## config.mk

```make
export PLATFORM = sky130hd
export DESIGN_NAME = seq_shifter8
export DESIGN_NICKNAME = d
export VERILOG_FILES = /design/src/rtl/seq_shifter8_pkg.sv /design/src/rtl/seq_shifter8_step.sv /design/src/rtl/seq_shifter8.sv
export SDC_FILE = /design/constraint.sdc
export NUM_CORES = 1
export LEC_CHECK = 0
export CAP_MARGIN = 15
export CELL_PAD_IN_SITES_DETAIL_PLACEMENT = 2
export CELL_PAD_IN_SITES_GLOBAL_PLACEMENT = 2
export CORE_ASPECT_RATIO = 0.5
export CORE_MARGIN = 4
export CORE_UTILIZATION = 29
export CTS_CLUSTER_DIAMETER = 30
export DETAILED_ROUTE_END_ITERATION = 16
export PLACE_DENSITY = 0.87
export SYNTH_ARGS = -nofsm -noshare
export SYNTH_HDL_FRONTEND = slang
export SYNTH_HIERARCHICAL = 1
export SYNTH_SLANG_ARGS = --single-unit
```

## constraint.sdc

```tcl
create_clock -name clk -period 2.45 [get_ports clk]
set_input_delay 0.49 -clock clk [delete_from_list [all_inputs] [get_ports clk]]
set_output_delay 0.49 -clock clk [all_outputs]
set_load 0.05 [all_outputs]
```

## src/rtl/seq_shifter8_pkg.sv

```systemverilog
// Shared types and helpers for the shifter8 datapath: op codes, FSM state codes,
// the per-bit 4:1 mux and the per-cycle step-size rule.
package seq_shifter8_pkg;

  localparam int WIDTH    = 8;
  localparam int MAX_STEP = 3;

  typedef enum logic [1:0] {
    OP_LSL = 2'b00,
    OP_LSR = 2'b01,
    OP_ASR = 2'b10,
    OP_ROR = 2'b11
  } op_e;

  typedef enum logic [1:0] {
    ST_IDLE  = 2'b00,
    ST_SHIFT = 2'b01,
    ST_DONE  = 2'b10
  } state_e;

  function automatic logic mux4(input logic [3:0] cand, input logic [1:0] sel);
    return cand[sel];
  endfunction

  function automatic logic [1:0] step_amt(input logic [2:0] rem);
    logic [2:0] cap;
    cap = 3'(MAX_STEP);
    return (rem > cap) ? cap[1:0] : rem[1:0];
  endfunction

endpackage

```

## src/rtl/seq_shifter8_step.sv

```systemverilog
// Combinational 0..3-position shift step: one 4:1 mux per output bit, with the
// vacated positions filled by zero, the sign bit or the wrapped bits depending on op.
module shift_step8
  import seq_shifter8_pkg::*;
(
  input  logic [WIDTH-1:0] d_in,
  input  logic [1:0]       shamt,
  input  logic [1:0]       op,
  output logic [WIDTH-1:0] d_out
);

  for (genvar i = 0; i < 8; i++) begin : g_bit
    logic [3:0] cand_s;
    for (genvar s = 0; s < 4; s++) begin : g_amt
      logic left_s;
      logic right_s;
      if (i - s >= 0) begin : g_left_in
        assign left_s = d_in[i-s];
      end else begin : g_left_fill
        assign left_s = 1'b0;
      end
      if (i + s <= 7) begin : g_right_in
        assign right_s = d_in[i+s];
      end else begin : g_right_fill
        assign right_s = (op == OP_ROR) ? d_in[i+s-8] :
                         (op == OP_ASR) ? d_in[7]     : 1'b0;
      end
      assign cand_s[s] = (op == OP_LSL) ? left_s : right_s;
    end
    assign d_out[i] = mux4(cand_s, shamt);
  end

endmodule

```

## src/rtl/seq_shifter8.sv

```systemverilog
// Multi-cycle 8-bit shifter: accepts a request, iterates the 0..3 step stage until the
// full amount is applied, then holds the registered result until downstream accepts it.
module seq_shifter8
  import seq_shifter8_pkg::*;
(
  input  logic             clk,
  input  logic             reset_n,
  input  logic             in_valid,
  output logic             in_ready,
  input  logic [WIDTH-1:0] in_data,
  input  logic [2:0]       in_amt,
  input  logic [1:0]       in_op,
  output logic             out_valid,
  input  logic             out_ready,
  output logic [WIDTH-1:0] out_data
);

  state_e           state_r;
  logic [WIDTH-1:0] data_r;
  logic [2:0]       rem_r;
  logic [1:0]       op_r;
  logic             out_valid_r;
  logic             in_ready_r;

  logic [1:0]       step_s;
  logic [2:0]       rem_next_s;
  logic [WIDTH-1:0] step_data_s;

  assign step_s     = step_amt(rem_r);
  assign rem_next_s = rem_r - {1'b0, step_s};

  shift_step8 u_step (
    .d_in  (data_r),
    .shamt (step_s),
    .op    (op_r),
    .d_out (step_data_s)
  );

  // Handshake FSM with the operand/remaining-amount registers; flags are registered with the state.
  always_ff @(posedge clk or negedge reset_n) begin
    if (!reset_n) begin
      state_r     <= ST_IDLE;
      data_r      <= 8'h00;
      rem_r       <= 3'd0;
      op_r        <= 2'b00;
      out_valid_r <= 1'b0;
      in_ready_r  <= 1'b1;
    end else begin
      case (state_r)
        ST_IDLE: begin
          if (in_valid) begin
            data_r     <= in_data;
            rem_r      <= in_amt;
            op_r       <= in_op;
            in_ready_r <= 1'b0;
            if (in_amt == 3'd0) begin
              state_r     <= ST_DONE;
              out_valid_r <= 1'b1;
            end else begin
              state_r <= ST_SHIFT;
            end
          end
        end
        ST_SHIFT: begin
          data_r <= step_data_s;
          rem_r  <= rem_next_s;
          if (rem_next_s == 3'd0) begin
            state_r     <= ST_DONE;
            out_valid_r <= 1'b1;
          end
        end
        ST_DONE: begin
          if (out_ready) begin
            state_r     <= ST_IDLE;
            out_valid_r <= 1'b0;
            in_ready_r  <= 1'b1;
          end
        end
        default: begin
          state_r     <= ST_IDLE;
          out_valid_r <= 1'b0;
          in_ready_r  <= 1'b1;
        end
      endcase
    end
  end

  assign out_data  = data_r;
  assign out_valid = out_valid_r;
  assign in_ready  = in_ready_r;

endmodule

```

==> flow_metrics.tcl <==
set metrics [dict create \
    timing.rr.start "rem_r[2]" \
    worst_pin_slew_ns 0.695 \
    gr-usage-all-layers_pct 18.2 \
    seq_area_frac_synth_pct 33.5 \
    synth_edf_count 0 \
    drive_above_1_share_pct 11.4 \
    insertion_delay_ns 0.26 \
    grt_pass1_vias 1449 \
    fmax_mhz 466 \
    setup_ws_ns 0.303 \
    yosysTopAreaCell "dfrtp_1" \
    holdBufCountCts 0 \
    pwr-share-seq_pct 27.7 \
    synthSimpleGateAreaFrac_pct 24.8 \
    numPortBuffers 26 \
    p_clk_share_pct 9.0 \
    clockBufferDepth 2 \
    rsz0062_at_grt "no" \
    io_pins 27 \
    vias_per_cell 5.76 \
    layout_common_cells "nand2_1, clkdlybuf4s50_1, o21ai_0" \
    cts.repair.resized 0 \
    peakVddDrop_mv 0.552 \
    ant_nets 0 \
    synth-seq-cells 17 \
    grt_pass1_wl_mm 7.74 \
    first_iter_violations 63 \
    hold_path_class "reg -> reg" \
    internal-power_mw 1.16 \
    setup_tns_ns 0 \
    setup.worst_path.start_class "flip-flop" \
    critPathArrivalTime_ns 1.66 \
    antenna_found_initial 0 \
    antennaDiodeCount 0 \
    drtPass1Iterations 4 \
    syn_area_um2 1270 \
    drc 0 \
    power.switching_mw 1.34 \
    h-tree-depth 1 \
    synth_compound_area_share_pct 26.3 \
    die_w_um 102 \
    fin_util_pct 39.4 \
    cts_sinks 17 \
    synth_top_family_by_area "compound AO/OA/AOI/OAI gates" \
    final_area_um2 1600 \
    multi_input_area_um2 759 \
    synthTopCellsByArea "dfrtp_1, nand2_1, o21ai_0" \
    timing.hold.ws_ns 0.520 \
    synth_top_area_share_pct 31.5 \
    cp-end-kind "output pin" \
    post_synth.cell_area_avg_um2 8.32 \
    startpoint "out_data[2]" \
    cp_top_family "buffers and inverters" \
    placed_cell_area_um2 1550 \
    dieArea_um2 5580 \
    yosysUniqueCellTypes 38 \
    async_flop_share_pct 100 \
    synth_adder_area_share_pct 0.983 \
    hold_viol 0 \
    final_common_cell "nand2_1" \
    cts_tree "built" \
    fillers 462 \
    cts-buffers-inserted 3 \
    grt_max_degree 23 \
    synth_cells 153 \
    clk_pin_slew_ns 0.08 \
    criticalPathCategory "reg -> out" \
    hpwl_mm 3.54 \
    core_um2 4060 \
    fin_crit_sh_pct 87.6 \
    synth_fp_nets 171 \
    slowest_stage "clkdlybuf4s50_1" \
    layout.nets 195 \
    ys.flop_type "dfrtp_1" \
    dr_total_vias 1324 \
    cp.required_ns 1.96 \
    p_leak_nw 0.685 \
    layout_min_cycle_time_ns 2.15 \
    regArea_um2 427 \
    pwr-share-comb_pct 63.3 \
    detail_route.wirelength_mm 4.79 \
    area_growth_pct 25.8 \
    grt_overflow 0 \
    place_congestion 0.799 \
    post-cts-setup-buffers 0 \
    place_worst_setup_slack_ns 0.422 \
    initial_utilization_pct 31.3 \
    synth.area.mux_share_pct 7.67 \
    slowest_delay_ns 0.88 \
    rows 16 \
    worst-path-buf-inv 1 \
    slew_viol_final 0 \
    min_from "rem_r[1]" \
    yosysWarnings 6 \
    clock-root-buffer "clkbuf_8" \
    clock_skew_ns 0.00618 \
    cap_violations 0 \
    sw_frac_of_total_pct 53.6 \
    status "complete, no violations" \
    maxSlewHeadroom_pct 53.7 \
    synth_xor_area_share_pct 0 \
    setup_viol 0 \
    die_h_um 54.8 \
    cp_cell_sequence "clkdlybuf4s50_1" \
    wl_per_cell_um 20.8 \
    p_per_area_nw_per_um2 1570 \
    critPathMaxFanout 7 \
]
[per-stage QoR]
step           power, mW  instances
3_5_place_dp        2.25        226
3_3_place_gp        2.12        226
4_1_cts             2.50        230
5_1_grt             2.68        230
2_1_floorplan       1.77        153
6_report            2.51        230
[metal layers]
layer,wire [um],GRT usage (%),vias up
met5,0,0,-
met4,84,5.30,0
met3,196,3.05,10
met2,2390,33.0,42
met1,2120,22.8,673
li1,-,-,599
[Yosys cell counts, types with 2 or more instances]
library cell,number
nor2b_1,4
a311oi_1,3
mux2i_1,3
mux4_2,2
buf_6,3
and2_1,3
o22ai_1,2
a31oi_1,2
nor2_1,8
nand2_1,29
buf_4,2
mux2_2,2
dfrtp_1,16
a21oi_1,7
nand2b_1,3
o22a_1,2
or2_2,2
nor3_1,2
a22oi_1,8
o21ai_0,19
nand2_2,3
inv_1,2
and3b_1,3
a32oi_1,2
a21o_1,3
buf_2,6
[area by class of cell]
cell class	instances	area share, %
Multi-Input combinational cell	123	47.5
Sequential cell	17	26.7
Timing Repair Buffer	30	18.1
Tap cell	54	4.22
Clock buffer	3	2.58
Clock inverter	1	0.469
Inverter	2	0.469
[logic make-up after synthesis]
group | count (synthesis)
muxes | 7
adders and majority gates | 1
and+or+nand+nor | 63
DFF | 17
AOI/OAI and AO/OA | 52
buffers and inverters | 13
[power groups by stage]
stage / registers (mW) / logic (mW) / clock network, mW
finish: 0.695 / 1.59 / 0.225
CTS: 0.694 / 1.57 / 0.230
detailed placement: 0.697 / 1.55 / 0
floorplan: 0.812 / 0.956 / 0
global placement: 0.683 / 1.44 / 0
global route: 0.735 / 1.70 / 0.245
[registers in the layout, summed over array words and instances, names as in the netlist]
| register | flops |
|---|---|
| out_valid | 1 |
| op_r | 2 |
| out_data | 8 |
| rem_r | 3 |
| in_ready | 1 |
| state_r | 2 |
[worst paths after layout]
path	depth (start not counted)	slack, ns	endpoint
worst min register to register	2	0.52	rem_r[1]
max in group asynchronous	2	1.64	in_ready
worst max-delay path	1	0.30	out_data[2]
min in group asynchronous	2	0.55	op_r[0]
worst max register to register	7	0.37	out_data[7]
worst min-delay path	2	0.52	rem_r[1]
No activity file was read; power rests on OpenSTA's default activity.
